$ cat src/rtl/mc_ctrl_fsm_pkg.sv
// Multicycle controller: shared state, opcode, func and ALU codes.
// Decode helper for the R-type function field.
package mc_ctrl_fsm_pkg;

  typedef enum logic [3:0] {
    S_IF      = 4'd0,
    S_ID      = 4'd1,
    S_EXE_R   = 4'd2,
    S_EXE_I   = 4'd3,
    S_EXE_BR  = 4'd4,
    S_EXE_J   = 4'd5,
    S_EXE_MEM = 4'd6,
    S_MEM_RD  = 4'd7,
    S_MEM_WR  = 4'd8,
    S_WB_R    = 4'd9,
    S_WB_I    = 4'd10,
    S_WB_LW   = 4'd11,
    S_TRAP    = 4'd15
  } state_e;

  localparam logic [5:0] OP_R    = 6'b000000;
  localparam logic [5:0] OP_J    = 6'b000010;
  localparam logic [5:0] OP_BEQ  = 6'b000100;
  localparam logic [5:0] OP_BNE  = 6'b000101;
  localparam logic [5:0] OP_ADDI = 6'b001000;
  localparam logic [5:0] OP_SLTI = 6'b001010;
  localparam logic [5:0] OP_ANDI = 6'b001100;
  localparam logic [5:0] OP_ORI  = 6'b001101;
  localparam logic [5:0] OP_LW   = 6'b100011;
  localparam logic [5:0] OP_SW   = 6'b101011;

  localparam logic [5:0] FN_ADD = 6'b100000;
  localparam logic [5:0] FN_SUB = 6'b100010;
  localparam logic [5:0] FN_AND = 6'b100100;
  localparam logic [5:0] FN_OR  = 6'b100101;
  localparam logic [5:0] FN_XOR = 6'b100110;
  localparam logic [5:0] FN_NOR = 6'b100111;
  localparam logic [5:0] FN_SLT = 6'b101010;
  localparam logic [5:0] FN_SLL = 6'b000000;
  localparam logic [5:0] FN_SRL = 6'b000010;

  localparam logic [3:0] ALU_ADD = 4'b0000;
  localparam logic [3:0] ALU_SUB = 4'b0001;
  localparam logic [3:0] ALU_AND = 4'b0010;
  localparam logic [3:0] ALU_OR  = 4'b0011;
  localparam logic [3:0] ALU_XOR = 4'b0100;
  localparam logic [3:0] ALU_NOR = 4'b0101;
  localparam logic [3:0] ALU_SLT = 4'b0110;
  localparam logic [3:0] ALU_SLL = 4'b0111;
  localparam logic [3:0] ALU_SRL = 4'b1000;

  localparam logic [2:0] SRCB_REGB = 3'b000;
  localparam logic [2:0] SRCB_SIMM = 3'b010;
  localparam logic [2:0] SRCB_BOFS = 3'b011;
  localparam logic [2:0] SRCB_FOUR = 3'b100;
  localparam logic [2:0] SRCB_ZIMM = 3'b101;

  localparam logic [1:0] PC_ALU = 2'b00;
  localparam logic [1:0] PC_OUT = 2'b01;
  localparam logic [1:0] PC_JMP = 2'b10;

  typedef struct packed {
    logic       ok;
    logic [3:0] alu;
  } fdec_t;

  function automatic fdec_t dec_func(input logic [5:0] f);
    fdec_t r;
    r.ok  = 1'b1;
    r.alu = ALU_ADD;
    case (f)
      FN_ADD:  r.alu = ALU_ADD;
      FN_SUB:  r.alu = ALU_SUB;
      FN_AND:  r.alu = ALU_AND;
      FN_OR:   r.alu = ALU_OR;
      FN_XOR:  r.alu = ALU_XOR;
      FN_NOR:  r.alu = ALU_NOR;
      FN_SLT:  r.alu = ALU_SLT;
      FN_SLL:  r.alu = ALU_SLL;
      FN_SRL:  r.alu = ALU_SRL;
      default: r.ok  = 1'b0;
    endcase
    return r;
  endfunction

endpackage

$ cat src/rtl/mc_wait_ctr.sv
// Memory wait counter with timeout compare.
// Timeout fires on the cycle that would bring the count to TIMEOUT.
module mc_wait_ctr
  import mc_ctrl_fsm_pkg::*;
#(
  parameter int unsigned TIMEOUT = 8
) (
  input  logic clk,
  input  logic rst,
  input  logic clr_i,
  input  logic inc_i,
  output logic tmo_o
);

  localparam logic [7:0] LAST = 8'(TIMEOUT - 1);

  logic [7:0] cnt_q;
  logic [7:0] cnt_d;

  assign tmo_o = inc_i && (cnt_q == LAST);

  // Clear on entry/exit or timeout, count stalled cycles otherwise
  always_comb begin
    cnt_d = cnt_q;
    if (clr_i || tmo_o) begin
      cnt_d = '0;
    end else if (inc_i) begin
      cnt_d = cnt_q + 8'd1;
    end
  end

  // Counter register
  always_ff @(posedge clk) begin
    if (rst) begin
      cnt_q <= '0;
    end else begin
      cnt_q <= cnt_d;
    end
  end

endmodule

$ cat src/rtl/mc_ctrl_fsm.sv
// Multicycle datapath controller FSM.
// IF, MEM_RD and MEM_WR stall on mem_ready with a bounded wait.
module mc_ctrl_fsm
  import mc_ctrl_fsm_pkg::*;
#(
  parameter int unsigned MEM_TIMEOUT = 8,
  parameter bit          EN_TRAP     = 1'b1
) (
  input  logic       clk,
  input  logic       rst,
  input  logic [5:0] op,
  input  logic [5:0] func,
  input  logic       zero,
  input  logic       mem_ready,
  output logic       IRWrite,
  output logic       MDRWrite,
  output logic       RegDst,
  output logic       MemtoReg,
  output logic       RegWrite,
  output logic       ABWrite,
  output logic       AluSrcA,
  output logic       ALUOutWrite,
  output logic       IorD,
  output logic       PCWrite,
  output logic       MemRead,
  output logic       MemWrite,
  output logic [2:0] AluSrcB,
  output logic [3:0] ALUop,
  output logic [1:0] PCSrc,
  output logic       trap,
  output logic [3:0] state
);

  state_e state_q;
  state_e state_d;
  state_e bad_d;
  fdec_t  fd;
  logic   wait_st;
  logic   inc;
  logic   clr;
  logic   tmo;
  logic   is_imm;
  logic   is_br;
  logic   is_mem;

  assign fd      = dec_func(func);
  assign bad_d   = EN_TRAP ? S_TRAP : S_IF;
  assign is_imm  = (op == OP_ADDI) || (op == OP_ANDI) ||
                   (op == OP_ORI)  || (op == OP_SLTI);
  assign is_br   = (op == OP_BEQ) || (op == OP_BNE);
  assign is_mem  = (op == OP_LW) || (op == OP_SW);
  assign wait_st = (state_q == S_IF) || (state_q == S_MEM_RD) ||
                   (state_q == S_MEM_WR);
  assign inc     = wait_st && !mem_ready;
  assign clr     = !wait_st || (state_d != state_q);
  assign state   = state_q;

  mc_wait_ctr #(
    .TIMEOUT (MEM_TIMEOUT)
  ) u_wait (
    .clk   (clk),
    .rst   (rst),
    .clr_i (clr),
    .inc_i (inc),
    .tmo_o (tmo)
  );

  // State register
  always_ff @(posedge clk) begin
    if (rst) begin
      state_q <= S_IF;
    end else begin
      state_q <= state_d;
    end
  end

  // Next-state logic
  always_comb begin
    state_d = state_q;
    unique case (state_q)
      S_IF, S_MEM_RD, S_MEM_WR: begin
        if (mem_ready) begin
          unique case (state_q)
            S_IF:     state_d = S_ID;
            S_MEM_RD: state_d = S_WB_LW;
            default:  state_d = S_IF;
          endcase
        end else if (tmo) begin
          state_d = EN_TRAP ? S_TRAP : state_q;
        end
      end
      S_ID: begin
        unique case (1'b1)
          (op == OP_R): state_d = S_EXE_R;
          is_imm:       state_d = S_EXE_I;
          is_br:        state_d = S_EXE_BR;
          (op == OP_J): state_d = S_EXE_J;
          is_mem:       state_d = S_EXE_MEM;
          default:      state_d = bad_d;
        endcase
      end
      S_EXE_R:   state_d = fd.ok ? S_WB_R : bad_d;
      S_EXE_I:   state_d = S_WB_I;
      S_EXE_MEM: state_d = (op == OP_LW) ? S_MEM_RD : S_MEM_WR;
      S_EXE_BR,
      S_EXE_J,
      S_WB_R,
      S_WB_I,
      S_WB_LW:   state_d = S_IF;
      S_TRAP:    state_d = S_TRAP;
      default:   state_d = S_IF;
    endcase
  end

  // Per-state datapath strobes and selects
  always_comb begin
    IRWrite     = 1'b0;
    MDRWrite    = 1'b0;
    RegDst      = 1'b0;
    MemtoReg    = 1'b0;
    RegWrite    = 1'b0;
    ABWrite     = 1'b0;
    AluSrcA     = 1'b0;
    ALUOutWrite = 1'b0;
    IorD        = 1'b0;
    PCWrite     = 1'b0;
    MemRead     = 1'b0;
    MemWrite    = 1'b0;
    AluSrcB     = SRCB_REGB;
    ALUop       = ALU_ADD;
    PCSrc       = PC_ALU;
    trap        = 1'b0;
    unique case (state_q)
      S_IF: begin
        MemRead = 1'b1;
        AluSrcB = SRCB_FOUR;
        IRWrite = mem_ready;
        PCWrite = mem_ready;
      end
      S_ID: begin
        ABWrite     = 1'b1;
        ALUOutWrite = 1'b1;
        AluSrcB     = SRCB_BOFS;
      end
      S_EXE_R: begin
        AluSrcA     = 1'b1;
        ALUOutWrite = fd.ok;
        ALUop       = fd.alu;
      end
      S_EXE_I: begin
        AluSrcA     = 1'b1;
        ALUOutWrite = 1'b1;
        unique case (1'b1)
          (op == OP_SLTI): begin
            AluSrcB = SRCB_SIMM;
            ALUop   = ALU_SLT;
          end
          (op == OP_ANDI): begin
            AluSrcB = SRCB_ZIMM;
            ALUop   = ALU_AND;
          end
          (op == OP_ORI): begin
            AluSrcB = SRCB_ZIMM;
            ALUop   = ALU_OR;
          end
          default: AluSrcB = SRCB_SIMM;
        endcase
      end
      S_EXE_BR: begin
        AluSrcA = 1'b1;
        ALUop   = ALU_SUB;
        PCSrc   = PC_OUT;
        PCWrite = (op == OP_BNE) ? ~zero : zero;
      end
      S_EXE_J: begin
        PCSrc   = PC_JMP;
        PCWrite = 1'b1;
      end
      S_EXE_MEM: begin
        AluSrcA     = 1'b1;
        AluSrcB     = SRCB_SIMM;
        ALUOutWrite = 1'b1;
      end
      S_MEM_RD: begin
        IorD     = 1'b1;
        MemRead  = 1'b1;
        MDRWrite = mem_ready;
      end
      S_MEM_WR: begin
        IorD     = 1'b1;
        MemWrite = 1'b1;
      end
      S_WB_R: begin
        RegWrite = 1'b1;
        RegDst   = 1'b1;
      end
      S_WB_I:  RegWrite = 1'b1;
      S_WB_LW: begin
        RegWrite = 1'b1;
        MemtoReg = 1'b1;
      end
      S_TRAP:  trap = 1'b1;
      default: ;
    endcase
  end

endmodule

$ cat config.mk
export PLATFORM = sky130hd
export DESIGN_NAME = mc_ctrl_fsm
export DESIGN_NICKNAME = d
export VERILOG_FILES = /design/src/rtl/mc_ctrl_fsm_pkg.sv /design/src/rtl/mc_wait_ctr.sv /design/src/rtl/mc_ctrl_fsm.sv
export SDC_FILE = /design/constraint.sdc
export NUM_CORES = 1
export LEC_CHECK = 0
export CAP_MARGIN = 20
export CORE_MARGIN = 2
export CORE_UTILIZATION = 41
export DETAILED_ROUTE_END_ITERATION = 8
export GPL_TIMING_DRIVEN = 0
export PLACE_DENSITY = 0.77
export SYNTH_ARGS = -nofsm -noshare
export SYNTH_HDL_FRONTEND = slang
export SYNTH_SLANG_ARGS = --single-unit
$ cat constraint.sdc
create_clock -name clk -period 1.9 [get_ports clk]
set_input_delay 0.285 -clock clk [delete_from_list [all_inputs] [get_ports clk]]
set_output_delay 0.285 -clock clk [all_outputs]
set_load 0.03 [all_outputs]
## Word-level counts from Yosys, hierarchy flattened

Cells that the tools add are included.
Widths: inputs -> output; s select.

| word-level totals | value |
|---|---|
| register bits | 12 |
| bits of input ports | 16 |

| operators by class | value |
|---|---|
| add/subtract/negate cells | 1 |
| equality and inequality tests | 31 |
| mux-type cells | 28 |
| bitwise operators | 1 |
| reductions and logical operators | 25 |

Operators with widths:

| cell | count |
|---|---|
| $eq 6x6->1 const B | 9 |
| $pmux 4 s8 | 1 |
| $eq 6x4->1 const B | 4 |
| $pmux 4 s6 | 1 |
| $eq 4x4->1 const B | 5 |
| $pmux 4 s5 | 1 |
| $eq 4x3->1 const B | 4 |
| $mux 1 | 13 |
| $eq 6x2->1 const B | 2 |
| $eq 6x3->1 const B | 2 |
| $logic_not 6->1 | 2 |
| $mux 4 | 3 |
| $pmux 3 s4 | 1 |
| $pmux 4 s3 | 1 |
| $logic_or 1x1->1 | 9 |
| $pmux 3 s3 | 1 |
| $reduce_or 3->1 | 3 |
| $reduce_or 9->1 | 1 |
| $add 8x1->8 const B | 1 |
| $eq 4x2->1 const B | 2 |
| $eq 8x3->1 const B | 1 |
| $pmux 4 s2 | 1 |
| $reduce_or 2->1 | 4 |
| $mux 3 | 2 |
| 10 further kinds | 12 |

## Logic depth before layout (Yosys ltp)

Gate-level depths: netlist of the first run.

| logic depth | value |
|---|---|
| depth after elaboration | 12 |
| mapped depth | 7 |

## Hierarchy

A second synthesis of the first run with hierarchy kept.

| unflattened totals | value |
|---|---|
| cell total of the unflattened synthesis | 173 |
| area, all modules | 1219.9 µm² |

By module, submodules not included:

| module | times used | cells each | area each (µm²) | sequential area each (µm²) |
|---|---|---|---|---|
| mc_ctrl_fsm | 1 | 132 | 840.8 | 80.1 |
| mc_wait_ctr | 1 | 41 | 379.1 | 160.2 |

## Worst setup path after synthesis of the first run

OpenSTA, ideal clock, no wires.

| path | value |
|---|---|
| path kind | reg-to-output |
| from | reg state_q[1], in the netlist state[1] |
| to | out AluSrcB[0] |
| data arrival time | 1925 ps |
| required time | 1615 ps |
| path slack | -310 ps |
| stages on the path, launching flop included | 5 |
| path buffers | 1 |
| cells stage by stage | dfxtp_1 -> clkbuf_1 -> and2_1 -> nand4_1 -> o21ai_0 |

| between the ends | value |
|---|---|
| word-level cells in the longest chain between the ends | 2 |

Ends and longest elaborated chain:

| item | line | source |
|---|---|---|
| start, declared | mc_ctrl_fsm.sv:34 | `state_e state_q;` |
| start signal, assigned | mc_ctrl_fsm.sv:73 | `state_q <= state_d;` |
| $eq 4x3->1 (tied with other cells) | mc_ctrl_fsm.sv:133 | `unique case (state_q)` |
| $pmux 3 s4 * | mc_ctrl_fsm.sv:133 |  |
| end, declared | mc_ctrl_fsm.sv:27 | `output logic [2:0] AluSrcB,` |

Every way passes the cells marked *; elsewhere a longest branch is shown, timed or not.

## Worst setup path after layout of the first run

| path | value |
|---|---|
| from | reg state_q[1], in the netlist state[1] |
| to | reg u_wait.cnt_q[7] |

| between the ends | value |
|---|---|
| word-level cells in the longest chain between the ends | 12 |

Ends and longest elaborated chain:

| item | line | source |
|---|---|---|
| $eq 4x3->1 or $logic_not 4->1 (tied branches) | mc_ctrl_fsm.sv:52, mc_ctrl_fsm.sv:80, mc_ctrl_fsm.sv:83 |  |
| $logic_or 1x1->1 (2 in series) | mc_ctrl_fsm.sv:52 | `assign wait_st = (state_q == S_IF) \|\| (state_q == S_MEM_RD) \|\|` |
| $logic_and 1x1->1 | mc_ctrl_fsm.sv:54 | `assign inc = wait_st && !mem_ready;` |
| $logic_and 1x1->1 | mc_wait_ctr.sv:20 | `assign tmo_o = inc_i && (cnt_q == LAST);` |
| $mux 4 | mc_ctrl_fsm.sv:88 | `end else if (tmo) begin` |
| $mux 4 | mc_ctrl_fsm.sv:82 | `if (mem_ready) begin` |
| $pmux 4 s6 | mc_ctrl_fsm.sv:80 | `unique case (state_q)` |
| $ne 4x4->1 | mc_ctrl_fsm.sv:55 | `assign clr = !wait_st \|\| (state_d != state_q);` |
| $logic_or 1x1->1 | mc_ctrl_fsm.sv:55 |  |
| $logic_or 1x1->1 | mc_wait_ctr.sv:25 | `if (clr_i \|\| tmo_o) begin` |
| $reduce_or 2->1 (no source line) | - |  |
| end signal, assigned | mc_wait_ctr.sv:37 | `cnt_q <= cnt_d;` |
| end, declared | mc_wait_ctr.sv:17 | `logic [7:0] cnt_q;` |

Several ways; a longest one is shown, not always the timed one.
A chain may end at the register's enable or synchronous reset.

==> flow_metrics.env, run 1 <==
export IMPL_finalSetupViolCount=11
export IMPL_wl_per_cell_um=18.8
export IMPL_crit_path_start="state[1]"
export IMPL_end_kind="flip-flop"
export IMPL_vias_per_cell=6.45
export IMPL_rsz0062_at_grt="yes"
export IMPL_place_inst=243
export IMPL_drt_iter0_drc=156
export IMPL_grt_overflow=0
export IMPL_synthTopCellsByArea="dfxtp_1 19%, a211oi_1 6.6%, nor2_1 6.0%, a21oi_1 4.8%, xnor2_1 4.2%"
export IMPL_violations="setup timing"
export IMPL_drv_cap=0
export IMPL_place_area_um2=1720
export IMPL_cts_buffers=3
export IMPL_ir_worst_vdd_v=0.000743
export IMPL_required_ps=2090
export IMPL_clock_path_buffers=2
export IMPL_period_share=1.04
export IMPL_tightest_slew_ps=453
export IMPL_grt_max_degree=11
export IMPL_drtPass1Iterations=4
export IMPL_slew_headroom=0.698
export IMPL_io_buffers=40
export IMPL_synth_seq_cells=12
export IMPL_row_count=19
export IMPL_yosysUniqueCellTypes=52
export IMPL_stdcell_count=256
export IMPL_antenna_found_initial=0
export IMPL_vias=1651
export IMPL_core_area_um2=2830
export IMPL_grt_pass1_wl_um=6580
export IMPL_max_freq_ghz=0.508
export IMPL_yosysTopAreaCell="dfxtp_1"
export IMPL_synth_most_common_cell="nor2_1"
export IMPL_final_nets=244
export IMPL_clock_sinks=12
export IMPL_drv_slew=0
export IMPL_leakage_nw=0.806
export IMPL_avgSynthCellArea_um2=7.24
export IMPL_antenna_cells=0
export IMPL_seq_area_frac_synth=0.193
export IMPL_cts_tree="yes"
export IMPL_yosys_warnings=0
export IMPL_cp_arrival_ps=2160
export IMPL_path_class="reg -> reg"
export IMPL_grt_total_usage=0.245
export IMPL_worstRegToRegCells=8
export IMPL_cp_endpoint="u_wait.cnt_q[7]"
export IMPL_syn_instance_count=172
export IMPL_final_antenna_net_count=0
export IMPL_hold_class="reg -> reg"
export IMPL_netlist_area_um2=1240
export IMPL_die_area_um2=3490
export IMPL_register_area_um2=258
export IMPL_drive_above_1_share=0.462
export IMPL_pin_count=42
export IMPL_wirelength_um=4810
export IMPL_power_per_cell_area_nw_per_um2=1330
export IMPL_dp_hpwl_um=2890
export IMPL_fin_crit_ps=1970
export IMPL_h_tree_depth=1
export IMPL_skew_ps=11.6
export IMPL_cp_max_fo=8
export IMPL_worstReg2RegStart="state[1]"
export IMPL_grt_pass1_vias=1450
export IMPL_timing_final_ws_setup_ps=-69.2
export IMPL_multiInputGateArea_um2=1230
export IMPL_clk_latency_ps=280
export IMPL_syn2layout_area_growth_pct=67.8
export IMPL_die_w_um=59.1
export IMPL_start_util=0.440
export IMPL_synth_edf_count=0
export IMPL_status="finished, violations left"
export IMPL_die_h_um=59.1
export IMPL_root_buffer="clkbuf_4"
export IMPL_synthDominantCellAreaShare=0.193
export IMPL_place_gp_congestion=0.852
export IMPL_nFillCells=196
export IMPL_holdWs_ps=585
export IMPL_clk_pin_slew_ps=70
export IMPL_syn_nets=189
export IMPL_drc=0
export IMPL_hold_buffers=0
export IMPL_synth_top_flop_cell="dfxtp_1"
export IMPL_critPathLaunchType="flip-flop"
export IMPL_ys_top_cells_by_count="20 x nor2_1, 12 x a21oi_1, 12 x dfxtp_1"
export IMPL_hold_viol=0
export IMPL_async_reset_ff_frac=0
export IMPL_final_area_um2=2090
export IMPL_rrSetupSlack_ps=-70
export IMPL_r2r_end="u_wait.cnt_q[7]"
[cells in the final DEF, fill, tap and decap left out, drive strengths merged, types with 5 or more instances in the layout]
cell / netlist / layout
a211oi: 12 / 12
a21oi: 12 / 12
buf: 4 / 28
clkbuf: 4 / 14
clkdlybuf4s15: 0 / 5
clkdlybuf4s50: 0 / 7
dfxtp: 12 / 12
dlygate4sd2: 0 / 7
inv: 8 / 8
nand2: 8 / 8
nand3: 6 / 6
nor2: 20 / 20
nor2b: 6 / 6
nor3: 9 / 9
o21ai: 6 / 6
xnor2: 6 / 6
[layer usage]
| layer | GRT usage | routed length, um | share of wire | vias up |
|---|---|---|---|---|
| met5 | 0 | 0 | 0 | - |
| met4 | 0.101 | 195 | 0.041 | 0 |
| met3 | 0.0480 | 308 | 0.064 | 22 |
| met2 | 0.411 | 2430 | 0.51 | 84 |
| met1 | 0.304 | 1880 | 0.39 | 787 |
| li1 | - | - | - | 758 |
[critical path: stages (launching register included)]
cell,delay [ps]
dfxtp_4,370
nand2b_4,150
or3_4,370
inv_2,80
and4b_2,260
a211o_1,210
a21oi_4,90
buf_12,160
a211oi_2,200
[what timing repair did]
| item | 4_1_cts | 5_1_grt |
|---|---|---|
| setup endpoints to repair | 33 | 29 |
| resized for setup | 130 | 64 |
| hold endpoints to repair | 0 | 0 |
| buffers inserted | 3 | 9 |
| pin swaps | 10 | 25 |
| cloned | 0 | 1 |
[sequential cells by signal, indices dropped and copies added (netlist names)]
register,count
state,4
u_wait.cnt_q,8
[area by class of cell]
class / instances / share of cell area
multi-input cells: 143 / 0.587
repair buffers: 52 / 0.208
flip-flops and latches: 12 / 0.123
plain buffers: 6 / 0.0299
inverters: 9 / 0.0228
well taps: 31 / 0.0186
clock buffers: 3 / 0.0108
[worst min-delay path by stage]
stage | slack [ps] | to | cells past startpoint | from
floorplan | 350 | state[3] | 1 | rst
global placement | 530 | u_wait.cnt_q[1] | 2 | u_wait.cnt_q[1]
detailed placement | 560 | u_wait.cnt_q[1] | 2 | u_wait.cnt_q[1]
CTS | 530 | u_wait.cnt_q[4] | 4 | mem_ready
global route | 610 | u_wait.cnt_q[4] | 4 | mem_ready
finish | 590 | u_wait.cnt_q[7] | 2 | u_wait.cnt_q[7]
[cells by family after synthesis]
kind of cell | count (synthesis) | synth area share
AOI/OAI and AO/OA | 53 | 0.312
xor gates and xnor gates | 9 | 0.0633
adders and majority gates | 1 | 0.0100
buffers and inverters | 17 | 0.0553
DFF | 12 | 0.193
muxes | 2 | 0.0161
and+or+nand+nor | 78 | 0.351
[report_power, final]
part,total (mW),internal (mW),switching [mW]
Sequential,0.414,0.311,0.103
Clock,0.156,0.0735,0.0823
Combinational,2.21,0.910,1.30
Total,2.78,1.30,1.49
[metrics by stage]
step / setup WS (ps) / setup TNS (ps) / util / power, mW
after floorplan: -29.4 / -58.9 / - / 1.48
after global placement: -829 / -11910 / 0.608 / 2.04
after detailed placement: -862 / -12630 / 0.608 / 2.06
after CTS: -42.5 / -125 / 0.650 / 2.27
after global routing: -136 / -1020 / 0.739 / 2.91
final: -69.2 / -259 / 0.739 / 2.78
Note: power is estimated with default switching activity, not from simulation.
==> inputs of run 2 (changes only) <==
CORE_UTILIZATION = 40   (was 41)
CTS_CLUSTER_SIZE = 14   (was not set)
PLACE_DENSITY = 0.75   (was 0.77)
==> run 2 against run 1 <==
Against the previous run:
- the run still ends with setup timing left
- flip-flop and latch count unchanged
- via count shrank 3.2%
- combinational power about the same
- first-iteration DRC count shrank 34%
- setup slack better by 2.6 ps
- wire length shrank 3.6%
- non-clock buffer count is 4 higher
- fmax grew 0.13%
- critical path depth stayed put
- clock-buffer cell count up 1
- final cell count rose by 2.7%
- largest power group unchanged
==> flow_metrics.env, run 2 (synthesis results as in run 1) <==
export IMPL_period_share=1.04
export IMPL_clk_latency_ps=280
export IMPL_crit_path_start="state[1]"
export IMPL_slew_headroom=0.724
export IMPL_hold_viol=0
export IMPL_wl_per_cell_um=17.7
export IMPL_clk_pin_slew_ps=80
export IMPL_syn2layout_area_growth_pct=67.8
export IMPL_drt_iter0_drc=103
export IMPL_cp_arrival_ps=2170
export IMPL_antenna_found_initial=0
export IMPL_crit_family="simple AND/OR/NAND/NOR gates"
export IMPL_cts_tree="yes"
export IMPL_wirelength_um=4640
export IMPL_grt_total_usage=0.235
export IMPL_pin_count=42
export IMPL_cp_max_fo=8
export IMPL_timing_final_ws_setup_ps=-66.7
export IMPL_max_freq_ghz=0.508
export IMPL_final_nets=248
export IMPL_power_per_cell_area_nw_per_um2=1350
export IMPL_antenna_cells=0
export IMPL_final_antenna_net_count=0
export IMPL_met2_length_um=2380
export IMPL_layout_commonest_cell="buf_4"
export IMPL_largest_register_ffs=8
export IMPL_cp_slowest_stage_delay_ps=400
export IMPL_skew_ps=2.53
export IMPL_cts_buffers=3
export IMPL_p_total_mw=2.81
export IMPL_place_ws_ps=-839
export IMPL_end_kind="flip-flop"
export IMPL_dr_max_layer_used="met4"
export IMPL_clock_sinks=12
export IMPL_drv_cap=0
export IMPL_detailroute_wirelength_met3_um=213
export IMPL_core_area_um2=3000
export IMPL_clock_path_buffers=2
export IMPL_grt_max_degree=11
export IMPL_vias=1598
export IMPL_setup_tns_ps=-378
export IMPL_place_gp_congestion=0.849
export IMPL_ir_worst_vdd_v=0.000652
export IMPL_path_class="reg -> reg"
export IMPL_die_area_um2=3570
export IMPL_tightest_slew_ps=412
export IMPL_io_buffers=40
export IMPL_h_tree_depth=1
export IMPL_vias_per_cell=6.08
export IMPL_hp_start="op[4]"
export IMPL_critPathLaunchType="flip-flop"
export IMPL_rsz0062_at_grt="yes"
export IMPL_finalSetupViolCount=11
export IMPL_crit_slowest_cell="or3_4"
export IMPL_worstReg2RegStart="state[1]"
export IMPL_start_util=0.415
export IMPL_violations="setup timing"
export IMPL_layout_common_cells="18 x buf_4, 15 x nor2_1, 10 x a211oi_2"
export IMPL_crit_buf_inv=2
export IMPL_drc=0
export IMPL_grt_overflow=0
export IMPL_die_h_um=59.8
export IMPL_path_cells="nand2b_4, or3_4, inv_2, and4b_2, a211o_1, a21oi_4, buf_6, a211oi_2"
export IMPL_drive_above_1_share=0.470
export IMPL_dp_hpwl_um=3040
export IMPL_holdWs_ps=569
export IMPL_place_inst=245
export IMPL_leakage_nw=0.801
export IMPL_required_ps=2110
export IMPL_fin_crit_ps=1970
export IMPL_status="finished, violations left"
export IMPL_stdcell_count=263
export IMPL_drv_slew=0
export IMPL_row_count=20
export IMPL_hold_class="in -> reg"
export IMPL_grt_pass1_wl_um=6580
export IMPL_drtPass1Iterations=4
export IMPL_grt_pass1_vias=1407
export IMPL_met1Wirelength_um=1940
export IMPL_root_buffer="clkbuf_4"
export IMPL_regMostFlops="u_wait.cnt_q"
export IMPL_die_w_um=59.8
run 2: cell count changes in the layout (fill, tap and decap cells not counted), sizes merged:
cell / previous run / this run
buf: 28 / 32
clkdlybuf4s15: 5 / 6
run 2: report_power, final:
| group | internal [mW] | switching [mW] | leakage (nW) |
|---|---|---|---|
| logic | 0.923 | 1.25 | 0.678 |
| registers | 0.315 | 0.111 | 0.101 |
| clock network | 0.117 | 0.0907 | 0.0210 |
| total | 1.35 | 1.46 | 0.801 |
run 2: worst reg2reg max path, cell delays in order, from the launching register on:
cell and delay, ps:
dfxtp_4 380, nand2b_4 160, or3_4 400, inv_2 70
and4b_2 260, a211o_1 200, a21oi_4 90, buf_6 150
a211oi_2 190
run 2: area by class of cell:
cell class	count	area, um^2
multi-input combinational	143	1180
clock buffer	4	36.3
timing repair buffer	56	458
fill	252	913
tap	33	41.3
inverter	9	47.5
sequential	12	260
buffer	6	61.3
run 2: repair_timing:
item                                    4_1_cts  5_1_grt
pin swaps                                     5       28
gates resized for setup                     120       75
endpoints found under the hold margin         0        0
setup buffers                                 5       12
gates cloned                                  0        1
hold buffers                                  0        0
endpoints found under the setup margin       33       28
run 2: through the flow:
| step | util | area, um^2 |
|---|---|---|
| finish | 0.696 | 2090 |
| global route | 0.696 | 2090 |
| CTS | 0.620 | 1860 |
| detailed placement | 0.574 | 1720 |
| global placement | 0.574 | 1720 |
| floorplan | - | 1280 |
run 2: final timing paths:
kind / cells past startpoint / end / slack [ps]
max: 8 / u_wait.cnt_q[7] / -70
min: 4 / state[0] / 570
max reg2reg: 8 / u_wait.cnt_q[7] / -70
min reg2reg: 2 / u_wait.cnt_q[7] / 590
run 2: per-layer routing:
layer,vias up,track usage
met1,767,0.308
met2,57,0.411
li1,764,-
met5,-,0
met4,0,0.0540
met3,10,0.0238
==> inputs of run 3 (changes only) <==
CELL_PAD_IN_SITES_DETAIL_PLACEMENT = 0   (was not set)
CELL_PAD_IN_SITES_GLOBAL_PLACEMENT = 1   (was not set)
CORE_UTILIZATION = 29   (was 40)
PLACE_DENSITY = 0.78   (was 0.75)
==> run 3 against run 2 <==
Against the previous run:
- the flow still finishes with violations (setup timing)
- combinational power fell by 4%
- critical path depth decreased by 2
- worst hold slack improved by 17 ps
- register-to-register slack better by 40 ps
- non-clock buffer count is 3 lower
- utilization is 16 points lower
- critical path type unchanged
==> flow_metrics.env, run 3 (synthesis results as in run 1) <==
export IMPL_critPathLaunchType="flip-flop"
export IMPL_violations="setup timing"
export IMPL_layout_common_cells="17 x nor2_1, 13 x buf_4, 10 x a211oi_2, 10 x a21oi_1, 10 x dlygate4sd2_1"
export IMPL_largest_register_ffs=8
export IMPL_tightest_slew_ps=366
export IMPL_crit_slowest_cell="or4b_1"
export IMPL_clk_latency_ps=250
export IMPL_drv_cap=0
export IMPL_power_per_cell_area_nw_per_um2=1290
export IMPL_drive_above_1_share=0.445
export IMPL_die_area_um2=4830
export IMPL_clock_sinks=12
export IMPL_leakage_nw=0.816
export IMPL_layout_commonest_cell="nor2_1"
export IMPL_die_w_um=69.5
export IMPL_syn2layout_area_growth_pct=73.7
export IMPL_start_util=0.307
export IMPL_wl_per_cell_um=15.5
export IMPL_stdcell_count=277
export IMPL_place_area_um2=1740
export IMPL_hold_class="reg -> reg"
export IMPL_clk_pin_slew_ps=50
export IMPL_finalSetupViolCount=5
export IMPL_regMostFlops="u_wait.cnt_q"
export IMPL_drtPass1Iterations=4
export IMPL_drc=0
export IMPL_worstReg2RegStart="state[0]"
export IMPL_path_class="reg -> reg"
export IMPL_cts_buffers=3
export IMPL_grt_max_degree=11
export IMPL_pin_count=42
export IMPL_cp_max_fo=9
export IMPL_clock_path_buffers=2
export IMPL_grt_pass1_vias=1382
export IMPL_end_kind="flip-flop"
export IMPL_io_buffers=40
export IMPL_root_buffer="clkbuf_8"
export IMPL_fin_crit_ps=1930
export IMPL_holdWs_ps=586
export IMPL_grt_total_usage=0.164
export IMPL_antenna_found_initial=0
export IMPL_final_nets=245
export IMPL_drv_slew=0
export IMPL_dp_hpwl_um=2830
export IMPL_timing_final_ws_setup_ps=-28.7
export IMPL_h_tree_depth=1
export IMPL_place_gp_congestion=0.843
export IMPL_final_antenna_net_count=0
export IMPL_grt_pass1_wl_um=6560
export IMPL_slew_headroom=0.753
export IMPL_vias=1505
export IMPL_cp_slowest_stage_delay_ps=550
export IMPL_status="finished, violations left"
export IMPL_rrSetupSlack_ps=-30
export IMPL_wirelength_um=4300
export IMPL_vias_per_cell=5.43
export IMPL_rsz0062_at_grt="yes"
export IMPL_max_freq_ghz=0.518
export IMPL_hp_start="u_wait.cnt_q[1]"
export IMPL_die_h_um=69.5
export IMPL_path_cells="or4b_1, a21oi_2, a211o_1, a21oi_4, buf_12, a211oi_2"
export IMPL_hold_viol=0
export IMPL_skew_ps=6.19
export IMPL_hold_buffers=0
export IMPL_required_ps=2060
export IMPL_period_share=1.02
export IMPL_drt_iter0_drc=115
export IMPL_cts_tree="yes"
export IMPL_nFillCells=393
export IMPL_fin_util=0.533
export IMPL_ir_worst_vdd_v=0.000604
export IMPL_final_area_um2=2160
export IMPL_row_count=23
export IMPL_p_total_mw=2.79
export IMPL_cp_arrival_ps=2090
export IMPL_antenna_cells=0
export IMPL_grt_overflow=0
export IMPL_place_inst=262
export IMPL_crit_path_start="state[0]"
export IMPL_core_area_um2=4060
==> run 3: timing repair <==
| item | 4_1_cts | 5_1_grt |
|---|---|---|
| gates resized for setup | 117 | 56 |
| endpoints found under the setup margin | 33 | 25 |
| setup buffers | 10 | 5 |
| pin swaps | 6 | 10 |
==> run 3: final timing paths <==
kind	endpoint	cells past startpoint
max reg2reg	u_wait.cnt_q[0]	6
min reg2reg	u_wait.cnt_q[1]	2
min	u_wait.cnt_q[1]	2
max	u_wait.cnt_q[0]	6
==> run 3: final cells by class <==
cell class	count	area, um^2	area share
sequential	12	258	0.119
multi-input combinational	143	1220	0.563
tap	50	62.6	0.0289
clock buffer	4	55.1	0.0255
inverter	9	33.8	0.0156
buffer	6	62.6	0.0289
timing repair buffer	53	473	0.219
==> run 3: routing by layer <==
| metal | GRT usage | share of wire | up-vias |
|---|---|---|---|
| met2 | 0.269 | 0.49 | 52 |
| met3 | 0.0320 | 0.046 | 6 |
| met5 | 0 | 0 | - |
| li1 | - | - | 757 |
| met4 | 0.0414 | 0.013 | 0 |
| met1 | 0.219 | 0.45 | 690 |
==> run 3: per-stage QoR <==
stage / TNS, ps / worst slack [ps]
finish: -87.4 / -28.7
CTS: -229 / -38.1
detailed placement: -12960 / -837
global route: -777 / -113
floorplan: -58.9 / -29.4
global placement: -12960 / -810
==> run 3: critical path: cells and delay by family, from the launching register on <==
kind / cells / cell delay (ps)
and+or+nand+nor: 1 / 550
buffers and inverters: 1 / 150
AOI/OAI and AO/OA: 4 / 760
DFF: 1 / 380
==> run 3: where the power goes <==
group | internal, mW | switching [mW]
clock network | 0.183 | 0.0968
logic | 0.861 | 1.23
registers | 0.313 | 0.102
total | 1.36 | 1.43
